$ cat config.mk
export PLATFORM = sky130hd
export DESIGN_NAME = uart_tx_arbiter
export DESIGN_NICKNAME = d
export VERILOG_FILES = /design/src/rtl/uart_tx_arbiter.sv
export SDC_FILE = /design/constraint.sdc
export NUM_CORES = 1
export LEC_CHECK = 0
export ABC_AREA = 1
export CORE_UTILIZATION = 51
export CTS_CLUSTER_DIAMETER = 120
export DETAILED_ROUTE_END_ITERATION = 10
export GPL_ROUTABILITY_DRIVEN = 1
export PLACE_DENSITY = 0.86
export SLEW_MARGIN = 20
export SYNTH_ARGS = -nofsm -noshare
export SYNTH_HDL_FRONTEND = slang
export SYNTH_SLANG_ARGS = --single-unit
$ cat constraint.sdc
create_clock -name CLK -period 3.5 [get_ports CLK]
set_clock_uncertainty 0.05 [all_clocks]
set_input_delay 0.35 -clock CLK [delete_from_list [all_inputs] [get_ports CLK]]
set_output_delay 0.35 -clock CLK [all_outputs]
set_load 0.02 [all_outputs]
$ cat src/rtl/uart_tx_arbiter.sv
// uart_tx_arbiter: round-robin sharing of one UART TX among NUM_REQ byte producers.
// Accepts one byte per handshake from the winner, launches it with a one-cycle
// Data_Valid strobe, follows the transmitter's busy through the frame, then
// optionally waits GAP_CYCLES idle cycles before the next grant.
//
// Ports:
//   CLK, RST                  clock (rising edge), asynchronous active-low reset
//   req_valid/req_data        per-requester byte pending, byte i at [8i+7:8i]
//   req_par_en/req_par_type   per-requester parity settings
//   req_ready                 one-hot, one-cycle acceptance pulse
//   P_DATA, Data_Valid,
//   parity_enable, parity_type  drive the UART TX inputs
//   busy                      UART TX busy output
//   grant_id                  index of current/last granted requester
//   active                    high from launch until frame and gap complete
//   timeout_err, err_clr      sticky busy-never-rose flag and its clear
module uart_tx_arbiter #(
  parameter int unsigned NUM_REQ      = 4,
  parameter int unsigned GAP_CYCLES   = 0,
  parameter int unsigned BUSY_TIMEOUT = 16
) (
  input  logic                       CLK,
  input  logic                       RST,
  input  logic [NUM_REQ-1:0]         req_valid,
  input  logic [8*NUM_REQ-1:0]       req_data,
  input  logic [NUM_REQ-1:0]         req_par_en,
  input  logic [NUM_REQ-1:0]         req_par_type,
  output logic [NUM_REQ-1:0]         req_ready,
  output logic [7:0]                 P_DATA,
  output logic                       Data_Valid,
  output logic                       parity_enable,
  output logic                       parity_type,
  input  logic                       busy,
  output logic [$clog2(NUM_REQ)-1:0] grant_id,
  output logic                       active,
  output logic                       timeout_err,
  input  logic                       err_clr
);

  localparam int unsigned IDW      = $clog2(NUM_REQ);
  localparam int unsigned SW       = IDW + 1;
  localparam int unsigned TW       = 8;
  localparam int unsigned GW       = (GAP_CYCLES > 1) ? $clog2(GAP_CYCLES) : 1;
  localparam int unsigned GAP_LAST = (GAP_CYCLES > 0) ? GAP_CYCLES - 1 : 0;

  typedef enum logic [2:0] {
    S_IDLE,
    S_LAUNCH,
    S_WAIT_START,
    S_WAIT_DONE,
    S_GAP
  } state_e;

  state_e             state_q, state_d;
  logic [IDW-1:0]     rr_ptr_q, rr_ptr_d;
  logic [IDW-1:0]     grant_id_q, grant_id_d;
  logic [7:0]         pdata_q, pdata_d;
  logic               par_en_q, par_en_d;
  logic               par_type_q, par_type_d;
  logic               dv_q, dv_d;
  logic [NUM_REQ-1:0] ready_q, ready_d;
  logic               active_q, active_d;
  logic               err_q, err_d;
  logic               err_set;
  logic [TW-1:0]      to_cnt_q, to_cnt_d;
  logic [GW-1:0]      gap_cnt_q, gap_cnt_d;

  logic [IDW-1:0]     winner;
  logic               found;
  logic [SW-1:0]      scan_idx;

  // Round-robin search: first valid requester at or above rr_ptr, wrapping.
  always_comb begin
    winner   = rr_ptr_q;
    found    = 1'b0;
    scan_idx = '0;
    for (int unsigned i = 0; i < NUM_REQ; i++) begin
      scan_idx = SW'(rr_ptr_q) + SW'(i);
      if (scan_idx >= SW'(NUM_REQ)) begin
        scan_idx = scan_idx - SW'(NUM_REQ);
      end
      if (!found && req_valid[scan_idx[IDW-1:0]]) begin
        found  = 1'b1;
        winner = scan_idx[IDW-1:0];
      end
    end
  end

  // Next-state and registered-output decode.
  always_comb begin
    state_d    = state_q;
    rr_ptr_d   = rr_ptr_q;
    grant_id_d = grant_id_q;
    pdata_d    = pdata_q;
    par_en_d   = par_en_q;
    par_type_d = par_type_q;
    to_cnt_d   = to_cnt_q;
    gap_cnt_d  = gap_cnt_q;
    err_set    = 1'b0;

    unique case (state_q)
      S_IDLE: begin
        if (found && !busy) begin
          state_d    = S_LAUNCH;
          grant_id_d = winner;
          pdata_d    = req_data[{winner, 3'b000} +: 8];
          par_en_d   = req_par_en[winner];
          par_type_d = req_par_type[winner];
          rr_ptr_d   = (winner == IDW'(NUM_REQ - 1)) ? '0 : winner + IDW'(1);
        end
      end
      S_LAUNCH: begin
        state_d  = S_WAIT_START;
        to_cnt_d = '0;
      end
      S_WAIT_START: begin
        if (busy) begin
          state_d = S_WAIT_DONE;
        end else begin
          to_cnt_d = to_cnt_q + TW'(1);
          // Transmitter never started: drop the byte and flag it.
          if (to_cnt_d == TW'(BUSY_TIMEOUT)) begin
            err_set   = 1'b1;
            state_d   = (GAP_CYCLES > 0) ? S_GAP : S_IDLE;
            gap_cnt_d = '0;
          end
        end
      end
      S_WAIT_DONE: begin
        if (!busy) begin
          state_d   = (GAP_CYCLES > 0) ? S_GAP : S_IDLE;
          gap_cnt_d = '0;
        end
      end
      S_GAP: begin
        if (gap_cnt_q == GW'(GAP_LAST)) begin
          state_d = S_IDLE;
        end else begin
          gap_cnt_d = gap_cnt_q + GW'(1);
        end
      end
      default: begin
        state_d = S_IDLE;
      end
    endcase

    // Set has priority over a coincident clear.
    err_d    = err_set | (err_q & ~err_clr);
    // Strobes are registered off the next state so they align with LAUNCH.
    dv_d     = (state_d == S_LAUNCH);
    ready_d  = dv_d ? (NUM_REQ'(1) << grant_id_d) : '0;
    active_d = (state_d != S_IDLE);
  end

  // State and output registers.
  always_ff @(posedge CLK or negedge RST) begin
    if (!RST) begin
      state_q    <= S_IDLE;
      rr_ptr_q   <= '0;
      grant_id_q <= '0;
      pdata_q    <= '0;
      par_en_q   <= 1'b0;
      par_type_q <= 1'b0;
      dv_q       <= 1'b0;
      ready_q    <= '0;
      active_q   <= 1'b0;
      err_q      <= 1'b0;
      to_cnt_q   <= '0;
      gap_cnt_q  <= '0;
    end else begin
      state_q    <= state_d;
      rr_ptr_q   <= rr_ptr_d;
      grant_id_q <= grant_id_d;
      pdata_q    <= pdata_d;
      par_en_q   <= par_en_d;
      par_type_q <= par_type_d;
      dv_q       <= dv_d;
      ready_q    <= ready_d;
      active_q   <= active_d;
      err_q      <= err_d;
      to_cnt_q   <= to_cnt_d;
      gap_cnt_q  <= gap_cnt_d;
    end
  end

  assign req_ready     = ready_q;
  assign P_DATA        = pdata_q;
  assign Data_Valid    = dv_q;
  assign parity_enable = par_en_q;
  assign parity_type   = par_type_q;
  assign grant_id      = grant_id_q;
  assign active        = active_q;
  assign timeout_err   = err_q;

endmodule

# Word level (Yosys, flattened, before mapping)

Cells that the tools add are included.

Register bits: 33
Output and inout port bits: 19
Memories kept: 0
Bits in read-only memories: 0
Logic and storage cells: 105
Bits of input ports: 48
Latch bits: 0
Memory bits (writable): 0

Magnitude comparators: 9
$add $sub $neg: 10
Divide/modulo/power cells: 0
Multiplexer cells: 44
Reduce and logical (&&, ||, !) cells: 15
Multipliers: 0
Equal/unequal tests: 10
Bitwise operators: 3
Shift-type cells: 2

Operators with widths:

| operator              | count |
|---|---|
| $shiftx A32 B6 Y8     | 1 |
| $mux W2               | 11 |
| $mux W1               | 17 |
| $pmux W8 S2           | 1 |
| $lt A2 B3 Y1 const B  | 5 |
| $mux W3               | 5 |
| $pmux W3 S5           | 1 |
| $bmux W1 S2           | 6 |
| $ge A3 B3 Y1 const B  | 3 |
| $add A8 B1 Y8 const B | 1 |
| $eq A8 B5 Y1 const B  | 1 |
| $mux W8               | 1 |
| $sub A2 B1 Y2 const B | 4 |
| $add A2 B2 Y3 const B | 2 |
| $eq A3 B1 Y1 const B  | 2 |
| $eq A3 B2 Y1 const B  | 2 |
| $ne A2 B2 Y1 const B  | 3 |
| $reduce_bool A3 Y1    | 2 |
| $logic_and A1 B1 Y1   | 4 |
| $logic_not A1 Y1      | 4 |
| $mux W4               | 1 |
| $reduce_and A2 Y1     | 2 |
| $reduce_and A4 Y1     | 1 |
| $shl A1 B2 Y4 const A | 1 |
| 12 further kinds      | 12 |

# Longest topological paths before layout

Word-level depth: 19
Gate-level depth with buffers: 18
Gate-level depth less buffers: 16

# Least setup slack after synthesis

Ideal clock, no wire load.

Path type: register -> register
From: register rr_ptr_q[1]
To: register pdata_q[3] (netlist: P_DATA[3])
Arrival: 1.629 ns
Path buffers: 2
Data required time: 3.333 ns
Stages on the path, launching flop included: 19
Setup time: 0.117 ns
Path slack: 1.705 ns
Period minus slack after synthesis: 1.795 ns
Cell sequence: dfrtp_1 buf_4 inv_4 nand2_1 nand2_2 nand2_1 nand2_4 nand3_1 nand2_1 inv_1 nand2_1 nand2_1 nand2_1 nand2_2 buf_6 nand2_1 nand2_1 nand2_1 nand2_1

Cells in the longest elaborated chain, start to end: 16
Elaborated cells between the ends (all ways): 40
Classes of those cells: add/sub (7); order compare (4); shift (1); mux (20); reduce/logical (8)

RTL lines:

| what                                                                   | line | source |
|---|---|---|
| start, declared                                                        | 55   | `logic [IDW-1:0] rr_ptr_q, rr_ptr_d;` |
| start signal, assigned                                                 | 172  | `rr_ptr_q <= rr_ptr_d;` |
| parallel branches: the longest is 16 deep, another holds $add A2 B1 Y3 | -    |  |
| end signal, assigned                                                   | 174  | `pdata_q <= pdata_d;` |
| end, declared                                                          | 57   | `logic [7:0] pdata_q, pdata_d;` |

Several ways; the timed one is not identified. The select of a mux whose other input is x is not followed.
A chain may end at the register's enable or synchronous reset.

# Final worst setup path

From: register rr_ptr_q[0]
To: register ready_q[0] (netlist: req_ready[0])

Cells in the longest elaborated chain, start to end: 19
Elaborated cells between the ends (all ways): 45
Classes of those cells: add/sub (7); order compare (4); eq/ne (1); shift (1); mux (25); reduce/logical (7)

RTL lines:

| what                                                                   | line | source |
|---|---|---|
| parallel branches: the longest is 15 deep, another holds $add A2 B1 Y3 | -    |  |
| $mux W2 *                                                              | 103  | `if (found && !busy) begin` |
| $mux W2 *                                                              | 101  | `unique case (state_q)` |
| net grant_id_d[0]                                                      | 56   | `logic [IDW-1:0] grant_id_q, grant_id_d;` |
| $shl A1 B2 Y4 *                                                        | 151  | `ready_d = dv_d ? (NUM_REQ'(1) << grant_id_d) : '0;` |
| $mux W4 *                                                              | 151  |  |
| net ready_d[0]                                                         | 61   | `logic [NUM_REQ-1:0] ready_q, ready_d;` |
| end signal, assigned                                                   | 178  | `ready_q <= ready_d;` |
| end, declared                                                          | 61   |  |

Mark *: on every way through the listed nets, which the timed path passes. The select of a mux whose other input is x is not followed.

==> results.toml <==
[global_routing]
grt_max_degree = 33
antenna_found_initial = 0
overflow = 0
grt_pass1_wl_um = 8540
grt_pass1_vias = 2045
grt_usage_pct = 25.1

[power_and_ir_drop]
p_per_area_mw_per_mm2 = 817
total_power_mw = 2.35
vdd_drop_max_v = 0.000582
leakagePower_nw = 1.53

[layout]
diodes = 0
final_nets = 441
n_fill_cell = 335
syn2layout_area_growth_pct = 33.0
layout-drive-gt1-share_pct = 6.63
layout_common_cells = "nand2_1, clkdlybuf4s50_1, nand3_1"
final_common_cell = "nand2_1"

[job]
drv_cap = 0

[timing]
whs_ns = 0.413
max_freq_ghz = 0.358
fin_crit_sh_pct = 79.8
rsz0062_at_grt = "no"
setup_viol = 0
setup-tns-final_ns = 0
hold_viol = 0
setup_ws_ns = 0.708
period_minus_slack_ns = 2.79
drv_slew = 0

[synthesis]
synth_largest_area_cell = "dfrtp_1"
synth_top_area_share_pct = 37.0
synth_seq_area_share_pct = 37.0
yosysUniqueCellTypes = 27
syn_area_mm2 = 0.00217
async_reset_ff_share_pct = 100
synthTopCellsByArea = "dfrtp_1, nand2_1, nand3_1"
syn_avg_cell_area_um2 = 6.56
synth_edf_count = 0
ys_warn_count = 0
synth-seq-cells = 32
syn_nets = 379
ys.flop_type = "dfrtp_1"
netlist_instances = 330

[drt]
ant_nets = 0
route.detailed.drc = 0
wl_per_cell_um = 11.4
first_iter_violations = 141
vias = 2212
routed_via_density = 5.00
finalWirelength_um = 5040
firstDrtPassIters = 4

[setup_path]
slowest_stage = "dfrtp_1"
endpoint_kind = "register"
start_kind = "register"
cp.arrival_ns = 2.91
max_stage_delay_ns = 0.62
path_max_fanout = 22
critPathKind = "register to register"
cp.required_ns = 3.62
crit_chain = "inv_2, nand2_1, nand2_2, nand2_1, nand2_4, nor2_8, nand3_2, nand2_2, nand2_2, nand2_1, o21ai_1, inv_1, nor2_1"

[placement]
pre_cts_ws_ns = 0.732
io_buffers = 66
hpwl_um = 3750
globalplace.congestion = 0.809

[clock_tree]
cts.path.max_buffers = 2
ctsHoldBuffers = 0
clkSinkCount = 32
clk_pin_slew_ns = 0.06
cts_tree = "yes"
cts_resized = 0
h-tree-depth = 2
cts_root_buffer = "clkbuf_8"
cts_setup_buffers = 0
numCtsBuffers = 5
clkLatencyLatePin_ns = 0.28

[die]
dieHeight_um = 67.2
die_area_mm2 = 0.00451
row_count = 23
io_pins = 67
die-width_um = 67.2
initial_core_util_pct = 53.8
core_mm2 = 0.00403

[hold_path]
hp-class = "input pin to async pin"

[status]
status = "finished clean"
## per-stage QoR
step	utilization, %	instance area (um^2)	instances
2_1_floorplan	-	2170	330
3_3_place_gp	69.6	2800	435
3_5_place_dp	69.6	2800	435
4_1_cts	71.5	2880	442
5_1_grt	71.5	2880	442
6_report	71.5	2880	442
## metal layers
| metal | track usage [%] | routed length [um] | vias up |
|---|---|---|---|
| li1 | - | - | 1151 |
| met1 | 30.1 | 2230 | 980 |
| met2 | 44.5 | 2460 | 79 |
| met3 | 6.76 | 329 | 2 |
| met5 | 0 | 0 | - |
| met4 | 5.32 | 22 | 0 |
## path summary, 6_finish.rpt
check | start | to | slack (ns) | depth (start not counted)
worst min-delay path | RST | state_q[1]$_DFF_PN0_ | 0.41 | 2
min in group CLK | parity_type$_DFFE_PN0P_ | parity_type$_DFFE_PN0P_ | 0.44 | 2
worst min register to register | parity_type$_DFFE_PN0P_ | parity_type$_DFFE_PN0P_ | 0.44 | 2
worst max register to register | rr_ptr_q[0]$_DFFE_PN0P_ | req_ready[0]$_DFF_PN0_ | 0.71 | 13
max in group asynchronous | RST | to_cnt_q[6]$_DFFE_PN0P_ | 2.70 | 2
worst max-delay path | rr_ptr_q[0]$_DFFE_PN0P_ | req_ready[0]$_DFF_PN0_ | 0.71 | 13
## cell usage after synthesis (2+ instances only)
cell,n
buf_4,4
nand4_1,3
nor2_1,11
dfrtp_1,32
nor2_4,2
buf_2,5
xor2_1,5
buf_6,4
nand2_2,5
o21ai_2,2
nand2_1,167
nand3_1,41
inv_1,24
o22ai_1,3
o21ai_0,6
inv_2,4
a21oi_1,2
## where the power goes
part           internal, mW  switching, mW  total, mW
logic                 0.540          0.983       1.52
registers             0.473         0.0973      0.571
clock network         0.135          0.126      0.261
## area by class of cell
cell class	count	area [um^2]	area share, %
timing repair buffer	68	676	23.4
clock buffer	6	72.6	2.52
clock inverter	1	5.00	0.174
sequential	32	801	27.8
inverter	29	111	3.86
tap	50	62.6	2.17
multi-input combinational	256	1150	40.0
## worst max-delay path, delay by kind of cell, from the launching register on
family | cells | cell delay [ns]
buffers and inverters | 2 | 0.30
AND/OR/NAND/NOR | 10 | 1.59
flip-flops | 1 | 0.62
AO/OA/AOI/OAI | 1 | 0.10
## state kept, by name (all words and copies together) (netlist names), 2 cells and up
name,count
P_DATA,8
to_cnt_q,8
req_ready,4
state_q,3
grant_id,2
rr_ptr_q,2
## logic make-up (layout without fill, tap and decap cells)
| group | after synthesis | count (layout) | share of synthesized area [%] |
|---|---|---|---|
| buf+inv | 42 | 104 | 9.76 |
| other cells | 1 | 1 | 0.173 |
| compound gates | 15 | 15 | 4.10 |
| flops | 32 | 32 | 37.0 |
| fa+ha+maj | 1 | 1 | 0.578 |
| simple gates | 234 | 234 | 46.4 |
| xor+xnor | 5 | 5 | 2.02 |
Power figures use the tool's default switching activity.
